===== src/rtl/posit_pd_encoder_if.sv =====
// Decoded-posit bundle: special flags, signed scale, MSB-aligned fraction (hidden bit
// excluded) and the guard/round/sticky bits that sit below the fraction LSB.
interface pd #(
    parameter int    POSIT_WIDTH = 16,
    parameter int    POSIT_ES    = 1,
    parameter string PD_TYPE     = "NORMAL"
);
    localparam int MAX_SCALE = (POSIT_WIDTH - 2) * (2 ** POSIT_ES);
    localparam int SCALE_W   = $clog2(MAX_SCALE + 1) + 2;
    localparam int FRAC_W    = (PD_TYPE == "WIDE") ? 2 * POSIT_WIDTH : POSIT_WIDTH - POSIT_ES - 3;

    logic signed [SCALE_W-1:0] scale;
    logic [FRAC_W-1:0]         fraction;
    logic                      sign;
    logic                      zero;
    logic                      nar;
    logic                      guard;
    logic                      round;
    logic                      sticky;

    modport master (output scale, fraction, sign, zero, nar, guard, round, sticky);
    modport slave  (input  scale, fraction, sign, zero, nar, guard, round, sticky);
endinterface


===== src/rtl/posit_pd_encoder.sv =====
// Three-stage posit encoder: classify/clamp, regime+body assembly, RNE round and pack.
// The whole pipe advances on one enable so stalls hold every stage in place.
module posit_pd_encoder #(
    parameter int    POSIT_WIDTH = 16,
    parameter int    POSIT_ES    = 1,
    parameter string PD_TYPE     = "NORMAL"
) (
    input  logic                   clk,
    input  logic                   rst,
    pd.slave                       in_pd,
    input  logic                   in_valid,
    output logic                   in_ready,
    output logic [POSIT_WIDTH-1:0] out_posit,
    output logic                   out_valid,
    input  logic                   out_ready
);
    localparam int N         = POSIT_WIDTH;
    localparam int ES        = POSIT_ES;
    localparam int MAX_SCALE = (N - 2) * (2 ** ES);
    localparam int SCALE_W   = $clog2(MAX_SCALE + 1) + 2;
    localparam int FRAC_W    = (PD_TYPE == "WIDE") ? 2 * N : N - ES - 3;
    localparam int TW        = ES + FRAC_W + 2;
    localparam int BW        = N + TW;
    localparam int LEN_W     = $clog2(N + 1);

    localparam logic signed [SCALE_W-1:0] MAX_SCALE_S = SCALE_W'(MAX_SCALE);
    localparam logic signed [SCALE_W-1:0] NEG_MAX_S   = SCALE_W'(-MAX_SCALE);
    localparam logic signed [SCALE_W-1:0] ONE_S       = SCALE_W'(1);
    localparam logic [BW-1:0]             TOP_ONE     = {1'b1, {(BW-1){1'b0}}};
    localparam logic [BW-1:0]             ALL_ONES    = {BW{1'b1}};
    localparam logic [N-1:0]              NAR_WORD    = {1'b1, {(N-1){1'b0}}};
    localparam logic [N-1:0]              MAXPOS_WORD = {1'b0, {(N-1){1'b1}}};
    localparam logic [N-1:0]              MINPOS_WORD = {{(N-1){1'b0}}, 1'b1};
    localparam logic [N-2:0]              BODY_MAX    = {(N-1){1'b1}};

    typedef enum logic [2:0] {
        SP_NONE   = 3'd0,
        SP_NAR    = 3'd1,
        SP_ZERO   = 3'd2,
        SP_MAXPOS = 3'd3,
        SP_MINPOS = 3'd4
    } special_t;

    logic en_s;

    // stage 1 state
    logic                      v1_r;
    special_t                  sp1_r;
    logic                      sign1_r;
    logic signed [SCALE_W-1:0] k1_r;
    logic [ES-1:0]             e1_r;
    logic [FRAC_W-1:0]         frac1_r;
    logic                      grd1_r;
    logic                      rnd1_r;
    logic                      st1_r;

    // stage 2 state
    logic                      v2_r;
    special_t                  sp2_r;
    logic                      sign2_r;
    logic [N-2:0]              body2_r;
    logic                      g2_r;
    logic                      s2_r;

    special_t                  sp_s;
    logic [SCALE_W-1:0]        len_raw_s;
    logic [LEN_W-1:0]          len_s;
    logic [LEN_W-1:0]          rl_s;
    logic [BW-1:0]             tail_ext_s;
    logic [BW-1:0]             regime_s;
    logic [BW-1:0]             x_s;
    logic [N-2:0]              body_s;
    logic                      g_s;
    logic                      s_s;
    logic                      inc_s;
    logic [N-2:0]              rounded_s;
    logic [N-1:0]              mag_s;
    logic [N-1:0]              posit_s;

    assign en_s     = !out_valid || out_ready;
    assign in_ready = en_s;

    // Stage 1 classification: NaR beats zero, out-of-range scales saturate to maxpos/minpos.
    always_comb begin
        sp_s = SP_NONE;
        if (in_pd.nar) begin
            sp_s = SP_NAR;
        end else if (in_pd.zero) begin
            sp_s = SP_ZERO;
        end else if (in_pd.scale > MAX_SCALE_S) begin
            sp_s = SP_MAXPOS;
        end else if (in_pd.scale < NEG_MAX_S) begin
            sp_s = SP_MINPOS;
        end else begin
            sp_s = SP_NONE;
        end
    end

    // Stage 2 assembly: regime pattern on top, {e, fraction, G, R} shifted in below it.
    always_comb begin
        len_raw_s = '0;
        if (k1_r < 0) begin
            len_raw_s = $unsigned(-k1_r);
        end else begin
            len_raw_s = $unsigned(k1_r + ONE_S);
        end
        if (len_raw_s > SCALE_W'(N - 1)) begin
            len_s = LEN_W'(N - 1);
        end else begin
            len_s = len_raw_s[LEN_W-1:0];
        end
        rl_s       = len_s + LEN_W'(1);
        tail_ext_s = {e1_r, frac1_r, grd1_r, rnd1_r, {N{1'b0}}} >> rl_s;
        if (k1_r < 0) begin
            regime_s = TOP_ONE >> len_s;
        end else begin
            regime_s = ~(ALL_ONES >> len_s);
        end
        x_s    = regime_s | tail_ext_s;
        body_s = x_s[BW-1 -: N-1];
        g_s    = x_s[BW-N];
        s_s    = (|x_s[BW-N-1:0]) | st1_r;
    end

    // Stage 3: round-to-nearest-even without wrapping into the sign or collapsing to zero.
    always_comb begin
        inc_s = g2_r & (body2_r[0] | s2_r);
        if (inc_s && (body2_r == BODY_MAX)) begin
            rounded_s = body2_r;
        end else begin
            rounded_s = body2_r + {{(N-2){1'b0}}, inc_s};
        end
        if (rounded_s == {(N-1){1'b0}}) begin
            mag_s = MINPOS_WORD;
        end else begin
            mag_s = {1'b0, rounded_s};
        end
        posit_s = '0;
        case (sp2_r)
            SP_NAR:    posit_s = NAR_WORD;
            SP_ZERO:   posit_s = '0;
            SP_MAXPOS: posit_s = sign2_r ? -MAXPOS_WORD : MAXPOS_WORD;
            SP_MINPOS: posit_s = sign2_r ? -MINPOS_WORD : MINPOS_WORD;
            SP_NONE:   posit_s = sign2_r ? -mag_s : mag_s;
            default:   posit_s = NAR_WORD;
        endcase
    end

    // Valid flags and the output register; reset discards everything in flight.
    always_ff @(posedge clk) begin
        if (rst) begin
            v1_r      <= 1'b0;
            v2_r      <= 1'b0;
            out_valid <= 1'b0;
            out_posit <= '0;
        end else if (en_s) begin
            v1_r      <= in_valid;
            v2_r      <= v1_r;
            out_valid <= v2_r;
            if (v2_r) begin
                out_posit <= posit_s;
            end
        end
    end

    // Datapath registers for stages 1 and 2, advanced by the same enable.
    always_ff @(posedge clk) begin
        if (rst) begin
            sp1_r   <= SP_NONE;
            sign1_r <= 1'b0;
            k1_r    <= '0;
            e1_r    <= '0;
            frac1_r <= '0;
            grd1_r  <= 1'b0;
            rnd1_r  <= 1'b0;
            st1_r   <= 1'b0;
            sp2_r   <= SP_NONE;
            sign2_r <= 1'b0;
            body2_r <= '0;
            g2_r    <= 1'b0;
            s2_r    <= 1'b0;
        end else if (en_s) begin
            sp1_r   <= sp_s;
            sign1_r <= in_pd.sign;
            k1_r    <= in_pd.scale >>> ES;
            e1_r    <= in_pd.scale[ES-1:0];
            frac1_r <= in_pd.fraction;
            grd1_r  <= in_pd.guard;
            rnd1_r  <= in_pd.round;
            st1_r   <= in_pd.sticky;
            sp2_r   <= sp1_r;
            sign2_r <= sign1_r;
            body2_r <= body_s;
            g2_r    <= g_s;
            s2_r    <= s_s;
        end
    end
endmodule

===== src/flat_wrapper.sv =====
// flat-port wrapper written by rule: the top's interface ports become plain ports
module posit_pd_encoder_flat 
#(
    parameter int    POSIT_WIDTH = 16,
    parameter int    POSIT_ES    = 1,
    parameter string PD_TYPE     = "      "
)
  (clk, rst, in_valid, in_ready, out_posit, out_valid, out_ready, in_pd_scale, in_pd_fraction, in_pd_sign, in_pd_zero, in_pd_nar, in_pd_guard, in_pd_round, in_pd_sticky);
  pd #(.POSIT_WIDTH(POSIT_WIDTH), .POSIT_ES(POSIT_ES), .PD_TYPE(PD_TYPE)) in_pd_i ();
  input  logic clk;
  input  logic rst;
  input  logic in_valid;
  output logic in_ready;
  output logic [POSIT_WIDTH-1:0] out_posit;
  output logic out_valid;
  input  logic out_ready;
  input wire logic [$bits(in_pd_i.scale)-1:0] in_pd_scale;
  input wire logic [$bits(in_pd_i.fraction)-1:0] in_pd_fraction;
  input wire logic [$bits(in_pd_i.sign)-1:0] in_pd_sign;
  input wire logic [$bits(in_pd_i.zero)-1:0] in_pd_zero;
  input wire logic [$bits(in_pd_i.nar)-1:0] in_pd_nar;
  input wire logic [$bits(in_pd_i.guard)-1:0] in_pd_guard;
  input wire logic [$bits(in_pd_i.round)-1:0] in_pd_round;
  input wire logic [$bits(in_pd_i.sticky)-1:0] in_pd_sticky;
  assign in_pd_i.scale = in_pd_scale;
  assign in_pd_i.fraction = in_pd_fraction;
  assign in_pd_i.sign = in_pd_sign;
  assign in_pd_i.zero = in_pd_zero;
  assign in_pd_i.nar = in_pd_nar;
  assign in_pd_i.guard = in_pd_guard;
  assign in_pd_i.round = in_pd_round;
  assign in_pd_i.sticky = in_pd_sticky;
  posit_pd_encoder #(.POSIT_WIDTH(POSIT_WIDTH), .POSIT_ES(POSIT_ES), .PD_TYPE(PD_TYPE)) u_core (.clk(clk), .rst(rst), .in_pd(in_pd_i), .in_valid(in_valid), .in_ready(in_ready), .out_posit(out_posit), .out_valid(out_valid), .out_ready(out_ready));
endmodule

===== config.mk =====
export PLATFORM = sky130hd
export DESIGN_NAME = posit_pd_encoder_flat
export DESIGN_NICKNAME = d
export VERILOG_FILES = /design/src/rtl/posit_pd_encoder_if.sv /design/src/rtl/posit_pd_encoder.sv /design/src/flat_wrapper.sv
export SDC_FILE = /design/constraint.sdc
export NUM_CORES = 1
export LEC_CHECK = 0
export ABC_AREA = 1
export CAP_MARGIN = 0
export CORE_MARGIN = 3
export CORE_UTILIZATION = 60
export CTS_BUF_LIST = sky130_fd_sc_hd__clkbuf_8 sky130_fd_sc_hd__clkbuf_16
export CTS_CLUSTER_SIZE = 10
export DETAILED_ROUTE_END_ITERATION = 8
export GPL_TIMING_DRIVEN = 0
export PLACE_DENSITY = 0.83
export SETUP_SLACK_MARGIN = 0.2
export SLEW_MARGIN = 0
export SYNTH_ARGS = -nofsm -noshare
export SYNTH_HDL_FRONTEND = slang
export SYNTH_SLANG_ARGS = --single-unit

===== constraint.sdc =====
create_clock -name clk -period 5.7 [get_ports clk]
set_clock_uncertainty 0.15 [all_clocks]
set_input_delay 1.14 -clock clk [delete_from_list [all_inputs] [get_ports clk]]
set_output_delay 1.14 -clock clk [all_outputs]
set_load 0.02 [all_outputs]

==> impl_metrics.py <==
metrics = {
    "worst_setup_path": {
        "timing.rr.start": "u_core.k1_r[0]$_SDFFE_PP0N_",
        "worstSetupPathType": "primary input to primary output",
        "cp.buffers_inverters": 4,
        "crit_chain": "clkdlybuf4s50_1 -> nor2_1 -> clkinv_1 -> clkbuf_1 -> clkdlybuf4s50_1",
        "r2r_end": "u_core.s2_r$_SDFFE_PP0N_",
        "crit_cells": 5,
        "cpMostUsedCell": "clkdlybuf4s50_1",
        "cp.required_ns": 4.41,
        "crit_path_end_kind": "primary output",
        "critPathLaunchType": "primary input",
        "slowest_stage": "clkdlybuf4s50_1",
        "path_max_fanout": 10,
        "cp-startpoint": "out_ready",
        "cpPeakStageDelay_ns": 0.61,
        "r2r_cells": 21,
        "arrival_ns": 3.30,
        "critical-path-top-delay-family": "buffers and inverters",
        "endpoint": "in_ready",
        "r2r_setup_slack_ns": 1.67,
    },
    "flow_run": {
        "maxCapViolations": 0,
    },
    "global_routing": {
        "grt_max_degree": 14,
        "antenna_found_initial": 0,
        "track_usage": 0.324,
        "grt_pass1_wl_um": 25500,
        "grt_pass1_vias": 5362,
        "overflow": 0,
    },
    "logic_synthesis": {
        "synth-compound-area-share": 0.188,
        "syn_area_sq_um": 5020,
        "yosysWarningCount": 0,
        "synth_cells": 807,
        "synth_cell_types": 45,
        "synthSimpleGateAreaFrac": 0.402,
        "synth_top_family_by_area": "simple AND/OR/NAND/NOR gates",
        "synth_nets": 849,
        "synthArstFlopShare": 0,
        "synth-seq-area-share": 0.263,
        "synthAdderAreaFrac": 0.0324,
        "synth_edf_count": 0,
        "synth_flop_cell": "dfxtp_1",
        "ys_seq_elements": 66,
        "synth.mux.area_fraction": 0,
        "avgSynthCellArea_sq_um": 6.22,
        "synth-xor-area-share": 0.00698,
    },
    "timing": {
        "fin_crit_ns": 4.59,
        "finalCritPeriodShare": 0.806,
        "max_slew_margin": 0.592,
        "setup_violations": 0,
        "drv_slew": 0,
        "tightest_slew_ns": 0.612,
        "whs_ns": 0.318,
        "hold_viol": 0,
        "fmax_mhz": 218,
        "rsz0062_at_grt": "false",
        "tns_ns": 0,
    },
    "cells_and_area": {
        "final_nets": 906,
        "final_area_sq_um": 5790,
        "stdcell_count": 971,
        "area.growth.synth_to_final_pct": 15.4,
        "layout-drive-gt1-share": 0.0921,
        "nFillCells": 658,
        "layout_common_cells": "nand2_1, nand3_1, inv_1",
        "layout.cells.most_common": "nand2_1",
        "antenna_cells": 0,
    },
    "power_and_ir_drop": {
        "totalPowerFinal_mw": 1.81,
        "p_leak_nw": 2.60,
        "cellPowerDensity_nw_per_um2": 313,
        "peakVddDrop_mv": 0.209,
    },
    "placement": {
        "port_buffers": 46,
        "hpwl_um": 12100,
        "dpl_cell_area_sq_um": 5600,
        "placed_cells": 955,
        "place_congestion": 0.999,
    },
    "routing": {
        "routedWlPerCell_um": 16.1,
        "drt_pass1_iterations": 7,
        "drt_iter0_drc": 646,
        "routed_wl_um": 15700,
        "routed_via_density": 6.05,
        "vias": 5879,
        "ant_nets": 0,
        "drc": 0,
    },
    "cts": {
        "clock_latency_ns": 0.35,
        "cts_buffers": 9,
        "clock-sinks": 66,
        "cts_resized": 0,
        "root_buffer": "clkbuf_8",
        "cts_tree": "yes",
        "cts_setup_buffers": 0,
        "cts_hold_buf": 0,
        "clk_pin_slew_ns": 0.09,
        "clock_path_buffers": 2,
        "htree_num_levels": 3,
    },
    "die": {
        "die_h_um": 97.4,
        "top_level_ports": 47,
        "placementRows": 32,
        "fp.dieW_um": 97.4,
        "initial_utilization": 0.633,
        "dieArea_sq_um": 9490,
        "core-area_sq_um": 7930,
    },
    "worst_hold_path": {
        "hold_path.class": "flip-flop to flip-flop",
    },
    "status": {
        "status": "complete, no violations",
    },
}
==> report_power, final <==
group	internal [mW]	switching, mW	leakage (nW)	total, mW
Combinational	0.294	0.580	1.96	0.874
Clock	0.174	0.207	0.0933	0.381
Sequential	0.510	0.0495	0.546	0.560
==> cell families after synthesis <==
kind of cell / count (synthesis)
AO/OA/AOI/OAI: 169
XOR/XNOR: 4
adder cells (fa/ha/maj): 13
buffers and inverters: 128
flip-flops: 66
AND/OR/NAND/NOR: 427
==> final cells by class <==
| cell class | count | area, sq um | area share |
|---|---|---|---|
| plain buffers | 38 | 198 | 0.0341 |
| well taps | 102 | 128 | 0.0220 |
| clock buffers | 10 | 138 | 0.0238 |
| repair buffers | 46 | 460 | 0.0795 |
| flip-flops and latches | 66 | 1320 | 0.228 |
| multi-input cells | 613 | 3150 | 0.545 |
| clock inverters | 6 | 47.5 | 0.00821 |
| inverters | 90 | 343 | 0.0592 |
==> routing by layer <==
metal	vias up	global-route usage	wire (um)
met3	49	0.0646	1670
met4	0	0.121	448
met2	328	0.511	6930
li1	2798	-	-
met5	-	0	0
met1	2704	0.437	6620
==> sequential cells by signal (all words and copies together) (netlist names), 3 cells and up <==
signal            cells
u_core.frac1_r       12
u_core.k1_r           6
u_core.sp1_r          3
u_core.out_posit     16
u_core.sp2_r          3
u_core.body2_r       15
==> Yosys cell counts (2+ instances only) <==
cell type | n | share of area
ha_1 | 13 | 0.032
dfxtp_1 | 66 | 0.26
nand2_1 | 199 | 0.15
inv_1 | 80 | 0.060
buf_6 | 4 | 0.0090
nor3_1 | 3 | 0.0030
buf_2 | 5 | 0.0050
o21ai_2 | 2 | 0.0035
and2_1 | 4 | 0.0050
a31oi_1 | 19 | 0.024
o31ai_1 | 2 | 0.0030
clkbuf_1 | 19 | 0.014
nand3_2 | 6 | 0.012
nand3_4 | 2 | 0.0070
a41oi_1 | 4 | 0.0070
o21ai_0 | 60 | 0.060
a21oi_2 | 5 | 0.0087
clkinv_1 | 2 | 0.0015
nor3_4 | 2 | 0.0065
inv_2 | 7 | 0.0052
a221oi_1 | 3 | 0.0052
nand3_1 | 88 | 0.088
nand2_2 | 8 | 0.010
nor2_4 | 6 | 0.013
nor2_1 | 71 | 0.053
nand4_1 | 21 | 0.026
buf_1 | 5 | 0.0037
o21ai_1 | 13 | 0.013
xor2_1 | 2 | 0.0035
or2_1 | 2 | 0.0025
xnor2_1 | 2 | 0.0035
nor2_2 | 7 | 0.0087
a21oi_1 | 56 | 0.056
buf_4 | 5 | 0.0075
nand3b_1 | 4 | 0.0060
==> worst min-delay path by stage <==
| stage | from | slack (ns) | depth (start not counted) | endpoint |
|---|---|---|---|---|
| 5_1_grt | u_core.out_posit[10]$_SDFFE_PP0P_ | 0.35 | 2 | u_core.out_posit[10]$_SDFFE_PP0P_ |
| 4_1_cts | u_core.out_posit[11]$_SDFFE_PP0P_ | 0.32 | 2 | u_core.out_posit[11]$_SDFFE_PP0P_ |
| 3_5_place_dp | u_core.out_posit[11]$_SDFFE_PP0P_ | 0.31 | 2 | u_core.out_posit[11]$_SDFFE_PP0P_ |
| 2_1_floorplan | u_core.sp1_r[1]$_SDFFE_PP0N_ | 0.29 | 2 | u_core.sp1_r[1]$_SDFFE_PP0N_ |
| 6_report | u_core.out_posit[11]$_SDFFE_PP0P_ | 0.32 | 2 | u_core.out_posit[11]$_SDFFE_PP0P_ |
| 3_3_place_gp | u_core.out_posit[9]$_SDFFE_PP0P_ | 0.30 | 2 | u_core.out_posit[9]$_SDFFE_PP0P_ |
==> worst reg2reg max path: cells and delay by family (launching register included) <==
kind / cells / cell delay [ns]
simple gates: 10 / 1.06
flops: 1 / 0.38
buf+inv: 6 / 1.30
compound gates: 2 / 0.16
xor+xnor: 1 / 0.32
fa+ha+maj: 2 / 0.56
==> per-stage QoR <==
step                       util  setup slack, ns
after floorplan               -             2.49
after global placement    0.707             1.17
after detailed placement  0.707             1.19
after CTS                 0.730             1.18
after global routing      0.730             1.05
final                     0.730             1.11
Note: power is estimated with default switching activity, not from simulation.
